File: src/rtl/mask_stream_gen.sv
// Thresholds the camera luma stream into masked pixel strobes for the centroid unit,
// then requests a centroid calculation per frame. Define MASK_ROI_EN to also gate masking by the ROI window.
module mask_stream_gen #(
    parameter int H_ACTIVE       = 1280,
    parameter int V_ACTIVE       = 720,
    parameter int TIMEOUT_CYCLES = 4096,
    parameter int ROI_X0         = 0,
    parameter int ROI_X1         = 1279,
    parameter int ROI_Y0         = 0,
    parameter int ROI_Y1         = 719
) (
    input  logic        clk,
    input  logic        rst,
    input  logic [10:0] hcount,
    input  logic [9:0]  vcount,
    input  logic        data_valid,
    input  logic [7:0]  luma,
    input  logic [7:0]  thresh_lo,
    input  logic [7:0]  thresh_hi,
    input  logic        com_valid,
    output logic [10:0] pixel_x,
    output logic [9:0]  pixel_y,
    output logic        pixel_valid,
    output logic        calculate,
    output logic [19:0] mask_count,
    output logic [15:0] frame_count,
    output logic        timeout_err
);

    localparam logic [10:0] H_ACT  = 11'(H_ACTIVE);
    localparam logic [10:0] H_LAST = 11'(H_ACTIVE - 1);
    localparam logic [9:0]  V_ACT  = 10'(V_ACTIVE);
    localparam logic [9:0]  V_LAST = 10'(V_ACTIVE - 1);
    localparam logic [10:0] RX0    = 11'(ROI_X0);
    localparam logic [10:0] RXW    = 11'(ROI_X1 - ROI_X0);
    localparam logic [9:0]  RY0    = 10'(ROI_Y0);
    localparam logic [9:0]  RYW    = 10'(ROI_Y1 - ROI_Y0);
    localparam int          WW     = $clog2(TIMEOUT_CYCLES + 1);
    localparam logic [WW-1:0] W_LIMIT = WW'(TIMEOUT_CYCLES);

    typedef enum logic [2:0] {ARMED, STREAM, FLUSH, CALC, WAIT} state_t;
    state_t state, state_nxt;

    logic          active, at_first, at_last, in_roi, roi_ok;
    logic          take, start, drained;
    logic          s1_vld, s1_start, s1_roi;
    logic [10:0]   s1_x;
    logic [9:0]    s1_y;
    logic [7:0]    s1_luma, s1_lo, s1_hi;
    logic          s2_vld, s2_start, s2_mask;
    logic [10:0]   s2_x;
    logic [9:0]    s2_y;
    logic [19:0]   cnt;
    logic [WW-1:0] wcnt;

    assign active   = data_valid && (hcount < H_ACT) && (vcount < V_ACT);
    assign at_first = active && (hcount == '0) && (vcount == '0);
    assign at_last  = active && (hcount == H_LAST) && (vcount == V_LAST);

    // Offset-and-span compare keeps the window check free of always-true bounds.
    assign in_roi = ((hcount - RX0) <= RXW) && ((vcount - RY0) <= RYW);
`ifdef MASK_ROI_EN
    assign roi_ok = in_roi;
`else
    logic unused_roi;
    assign unused_roi = in_roi;
    assign roi_ok     = 1'b1;
`endif

    assign drained     = !s1_vld && !s2_vld;
    assign calculate   = (state == CALC);
    assign timeout_err = (state == WAIT) && (wcnt == W_LIMIT) && !com_valid;

    always_comb begin
        state_nxt = state;
        take      = 1'b0;
        start     = 1'b0;
        case (state)
            ARMED: if (at_first) begin
                take      = 1'b1;
                start     = 1'b1;
                state_nxt = at_last ? FLUSH : STREAM;
            end
            STREAM: if (active) begin
                take  = 1'b1;
                start = at_first;
                if (at_last) state_nxt = FLUSH;
            end
            FLUSH:   if (drained) state_nxt = (cnt != '0) ? CALC : ARMED;
            CALC:    state_nxt = WAIT;
            WAIT:    if (com_valid || wcnt == W_LIMIT) state_nxt = ARMED;
            default: state_nxt = ARMED;
        endcase
    end

    always_ff @(posedge clk or posedge rst) begin
        if (rst) begin
            state       <= ARMED;
            s1_vld      <= 1'b0;
            s1_start    <= 1'b0;
            s1_roi      <= 1'b0;
            s1_x        <= '0;
            s1_y        <= '0;
            s1_luma     <= '0;
            s1_lo       <= '0;
            s1_hi       <= '0;
            s2_vld      <= 1'b0;
            s2_start    <= 1'b0;
            s2_mask     <= 1'b0;
            s2_x        <= '0;
            s2_y        <= '0;
            pixel_valid <= 1'b0;
            pixel_x     <= '0;
            pixel_y     <= '0;
            cnt         <= '0;
            mask_count  <= '0;
            frame_count <= '0;
            wcnt        <= '0;
        end else begin
            state <= state_nxt;

            s1_vld   <= take;
            s1_start <= start;
            if (take) begin
                s1_roi  <= roi_ok;
                s1_x    <= hcount;
                s1_y    <= vcount;
                s1_luma <= luma;
                s1_lo   <= thresh_lo;
                s1_hi   <= thresh_hi;
            end

            s2_vld   <= s1_vld;
            s2_start <= s1_start;
            s2_mask  <= s1_vld && s1_roi && (s1_luma >= s1_lo) && (s1_luma <= s1_hi);
            s2_x     <= s1_x;
            s2_y     <= s1_y;

            pixel_valid <= s2_vld && s2_mask;
            if (s2_vld && s2_mask) begin
                pixel_x <= s2_x;
                pixel_y <= s2_y;
            end

            // A frame-start pixel restarts the count, which also covers short frames.
            if (s2_vld) cnt <= (s2_start ? 20'd0 : cnt) + 20'(s2_mask);

            if (state == FLUSH && drained) mask_count <= cnt;

            wcnt <= (state == WAIT) ? wcnt + WW'(1) : '0;

            if (state == WAIT && com_valid) frame_count <= frame_count + 16'd1;
        end
    end

endmodule

File: config.mk
export PLATFORM = sky130hd
export DESIGN_NAME = mask_stream_gen
export DESIGN_NICKNAME = d
export VERILOG_FILES = /design/src/rtl/mask_stream_gen.sv
export SDC_FILE = /design/constraint.sdc
export NUM_CORES = 1
export LEC_CHECK = 0
export ABC_AREA = 1
export CAP_MARGIN = 20
export CORE_MARGIN = 2
export CORE_UTILIZATION = 45
export DETAILED_ROUTE_END_ITERATION = 7
export GPL_TIMING_DRIVEN = 0
export HOLD_SLACK_MARGIN = 0.05
export PLACE_DENSITY = 0.79
export REMOVE_ABC_BUFFERS = 1
export SKIP_CTS_REPAIR_TIMING = 1
export SYNTH_ARGS = -nofsm -noshare
export SYNTH_HDL_FRONTEND = slang
export SYNTH_SLANG_ARGS = --single-unit
File: constraint.sdc
create_clock -name clk -period 7.25 [get_ports clk]
set_clock_uncertainty 0.2 [all_clocks]
set_input_delay 1.0875 -clock clk [delete_from_list [all_inputs] [get_ports clk]]
set_output_delay 1.0875 -clock clk [all_outputs]
set_load 0.05 [all_outputs]
[Word level (Yosys, flattened, before mapping)]
Index checks and enable logic that the tools add are counted.
Word-level totals
  flip-flop bits (word level): 166
  bits of input ports: 49
  output and inout port bits: 60
  logic and storage cells: 79
Operators by class
  add/sub/neg operators: 3
  $lt $le $gt $ge: 4
  equal/unequal tests: 12
  muxes and demuxes: 15
  reduce and logical (&&, ||, !) cells: 24
Operator list (count)
  adder 20 x 1 -> 20 bit: 1
  two-way mux 20 bit: 1
  nonzero test 20 bit: 1
  adder 16 x 1 -> 16 bit, second input constant: 1
  logical AND 1 bit: 15
  two-way mux 3 bit: 5
  case mux 3 bit (5 select lines): 1
  adder 13 x 1 -> 13 bit, second input constant: 1
  equality test 13 bit, second input constant: 1
  two-way mux 13 bit: 1
  equality test 11 bit, second input constant: 1
  logical NOT 11 bit: 1
  less-than comparator 11 bit, second input constant: 1
  equality test 10 bit, second input constant: 1
  logical NOT 10 bit: 1
  less-than comparator 10 bit, second input constant: 1
  >= comparator 8 bit: 1
  less-or-equal comparator 8 bit: 1
  inequality test 2 bit, second input constant: 4
  equality test 3 x 2 -> 1 bit, second input constant: 2
  AND reduction 5 bit: 1
  two-way mux 2 bit: 2
  case mux 1 bit (2 select lines): 2
  equality test 3 x 1 -> 1 bit, second input constant: 1
  other kinds (6): 10

[Logic depth before layout (Yosys ltp)]
  word-level depth: 8
  gate-level depth with buffers: 13
  depth with buffers taken out: 13

[Worst setup path after synthesis]
OpenSTA, ideal clock, no wires.
  kind: input to output
  start point: in com_valid
  end point: out timeout_err
  data arrival time: 2.732 ns
  required time: 5.963 ns
  slack: 3.231 ns
  cell stages on the path: 3
  path buffers: 0
  cell sequence: nor2_1 inv_1 nor4_1
Between the ends
  longest elaborated chain between the ends: 2
RTL lines
  start: declaration: RTL line 20  | input logic com_valid,
  logical NOT 1 bit: RTL line 72  | assign timeout_err = (state == WAIT) && (wcnt == W_LIMIT) && !com_valid;
  logical AND 1 bit: RTL line 72
  end: declaration: RTL line 27  | output logic timeout_err
Every way passes these cells.

[Final worst setup path]
Same ends and word-level chain as after synthesis.

==> run_results.csv <==
group,metric,value,unit
synth,yosysSeqAreaShare,54.9,%
clock_tree,h-tree-depth,4,
layout,diodes,0,
sta,rsz0062_at_grt,"false",
sta,worst_pin_slew,0.964,ns
synth,async_reset_ff_share,100,%
sta,slew_violations,0,
clock_tree,cts_tree,"built",
place,dp.cells,1190,
sta,fin_tns_setup,0,ns
synth,post-synth-top-area-cell,"dfrtp_1",
setup_path,cpMaxStageDelayCell,"clkdlybuf4s50_1",
global_route,grt_pass1_vias,5544,
synth,synthTopCellsByArea,"dfrtp_1 55%, nand2_1 16%, nor2_1 4.5%",
die,fp.dieArea,17900,um^2
route,antenna_left,0,
route,vias,5794,
power_and_ir_drop,total_leakage_power,0.00470,uW
global_route,grt_overflow_total,0,
layout,areaGrowthSynthToFinish,24.9,%
synth,ys_types,38,
synth,syn_area_per_cell,8.57,um^2
sta,hold_viol_final,0,
place,portBuffers,108,
die,fp-row-count,47,
setup_path,crit_required,5.96,ns
sta,fmaxAchievable,0.233,GHz
setup_path,path_max_fanout,3,
route,drt_iter0_drc,312,
layout,layout.nets,1060,
setup_path,worst_setup_path_end_kind,"primary output",
synth,syn_area,7560,um^2
global_route,antenna_found_initial,0,
synth,synth_top_area_share,54.9,%
power_and_ir_drop,ir_worst_vdd,0.174,mV
sta,max_slew_margin,35.5,%
route,wire_per_inst,12.3,um
die,core-area,16500,um^2
global_route,grt_use_total,18.0,%
die,die_y,134,um
place,hpwl,10.5,mm
die,floorplan.die.width,134,um
layout,final_layout_size_suffix_gt1_share,6.78,%
layout,final_util,57.1,%
power_and_ir_drop,switching_power,973,uW
die,design.portCount,109,
synth,syn_inst,882,
die,initial_core_util,45.8,%
synth,yosysMostFrequentCell,"nand2_1",
setup_path,cp_cell_sequence,"clkdlybuf4s50_1, nor2_1, inv_1, nor4_1, clkdlybuf4s50_1",
synth,yosys_register_bits,166,
clock_tree,cts_buffer_depth,2,
route,remaining_drc_errors,0,
global_route,grt_max_degree,123,
hold_path,worstHoldPathType,"reg2reg",
power_and_ir_drop,pwr-share-seq,44.1,%
clock_tree,clockRootBuffer,"clkbuf_16",
route,routed_wl,15.1,mm
setup_path,cpMostUsedCell,"clkdlybuf4s50_1",
sta,finalSetupViolations,0,
route,first_pass_iters,4,
layout,final_area,9440,um^2
power_and_ir_drop,p_per_area,301,nW/um^2
power_and_ir_drop,p_int,1870,uW
setup_path,critical_path.max_stage_delay,0.89,ns
synth,synth_edf_count,0,
place,placed_area,8820,um^2
sta,period_share,59.3,%
synth,synthFlopType,"dfrtp_1",
route,via_per_inst,4.74,
setup_path,worstSetupStartpointType,"primary input",
power_and_ir_drop,p_sw_share,34.3,%
setup_path,worstSetupPathType,"in2out",
status,status,"finished, final reports clean",
power_and_ir_drop,p_comb_share,24.4,%
clock_tree,clk_pin_slew,0.07,ns
synth,ys_warn_count,0,
clock_tree,clock_sinks,166,
place,gp_congestion,0.858,
synth,yosys-top-cells-count,"316 x nand2_1, 166 x dfrtp_1, 91 x nor2_1, 89 x inv_1, 34 x o21ai_0",
sta,layout_min_cycle_time,4.30,ns
clock_tree,insertion_delay,0.43,ns
clock_tree,cts_made_buffers,17,
setup_path,cp.arrival,3.01,ns
flow_run,max_cap_violations,0,
power_and_ir_drop,power_frac_clock,31.5,%
global_route,grt_pass1_wl,26.0,mm
layout,layout.cells.non_filler,1223,
==> path summary, 6_finish.rpt <==
check	slack, ns	cells past startpoint	start	end
setup / recovery	2.95	5	com_valid	timeout_err
hold / removal	0.16	0	s1_start	s2_start
setup reg to reg	4.64	4	s2_vld	pixel_x[6]
hold reg to reg	0.16	0	s1_start	s2_start
max in group asynchronous	5.11	3	rst	cnt[3]
min in group asynchronous	0.85	2	rst	frame_count[12]
==> layout make-up <==
| cell class | instances | area, um^2 |
|---|---|---|
| Clock buffer | 17 | 425 |
| Clock inverter | 15 | 176 |
| Fill cell | 1460 | 7080 |
| Inverter | 96 | 375 |
| Multi-Input combinational cell | 599 | 2910 |
| Sequential cell | 166 | 4150 |
| Tap cell | 220 | 275 |
| Timing Repair Buffer | 110 | 1120 |
==> metal layers <==
| metal | global-route usage (%) | share of wire (%) |
|---|---|---|
| met3 | 3.58 | 3.1 |
| met5 | 0 | 0 |
| met4 | 5.73 | 1.5 |
| met2 | 28.9 | 47 |
| met1 | 24.7 | 48 |
==> worst max-delay path, delay by kind of cell <==
kind | cells | cell delay (ns)
buf+inv | 3 | 1.39
simple gates | 2 | 0.54
==> power groups by stage <==
stage               Sequential, uW  Clock [uW]  Combinational (uW)
finish                        1250         896                 692
global route                  1280         961                 791
CTS                           1250         916                 700
detailed placement            1270           0                 696
global placement              1260           0                 670
floorplan                     1340           0                 405
==> kinds of logic (layout without fill, tap and decap cells) <==
logic type | Yosys count | count (layout) | share of synthesized area (%)
simple gates | 486 | 486 | 27.2
flops | 166 | 166 | 54.9
buf+inv | 117 | 238 | 6.57
compound gates | 63 | 63 | 4.38
xor+xnor | 25 | 25 | 2.90
fa+ha+maj | 21 | 21 | 3.47
mux | 4 | 4 | 0.596
==> placed cells by master, fill, tap and decap left out, drive strengths merged <==
master	Yosys	final
o21a	1	1
nand3b	4	4
clkdlybuf4s50	0	108
clkinv	2	8
nor3	12	12
a21oi	16	16
mux2	4	4
nand4	14	14
nor4	1	1
nor3b	1	1
a31oi	1	1
dfrtp	166	166
buf	15	2
nor2	100	100
a32oi	1	1
xor2	22	22
or2	1	1
o21ai	41	41
o2111ai	1	1
o21bai	2	2
xnor2	3	3
ha	21	21
nand2	323	323
clkbuf	6	17
nand3	30	30
inv	94	103
==> registers in the layout (all words and copies together), names as in the netlist <==
signal       flops
cnt             20
mask_count      20
frame_count     16
wcnt            13
pixel_x         11
s1_x            11
s2_x            11
pixel_y         10
s1_y            10
s2_y            10
s1_hi            8
s1_lo            8
s1_luma          8
state            3
pixel_valid      1
s1_roi           1
s1_start         1
s1_vld           1
s2_mask          1
s2_start         1
s2_vld           1
==> metrics by stage <==
stage	worst slack (ns)	power (uW)	hold WS, ns
2_1_floorplan	1.47	1740	0.131
3_3_place_gp	-0.689	1930	0.136
3_5_place_dp	2.93	1960	0.146
4_1_cts	2.91	2870	0.171
5_1_grt	2.76	3030	0.184
6_report	2.95	2840	0.165
Power figures use the tool's default switching activity.
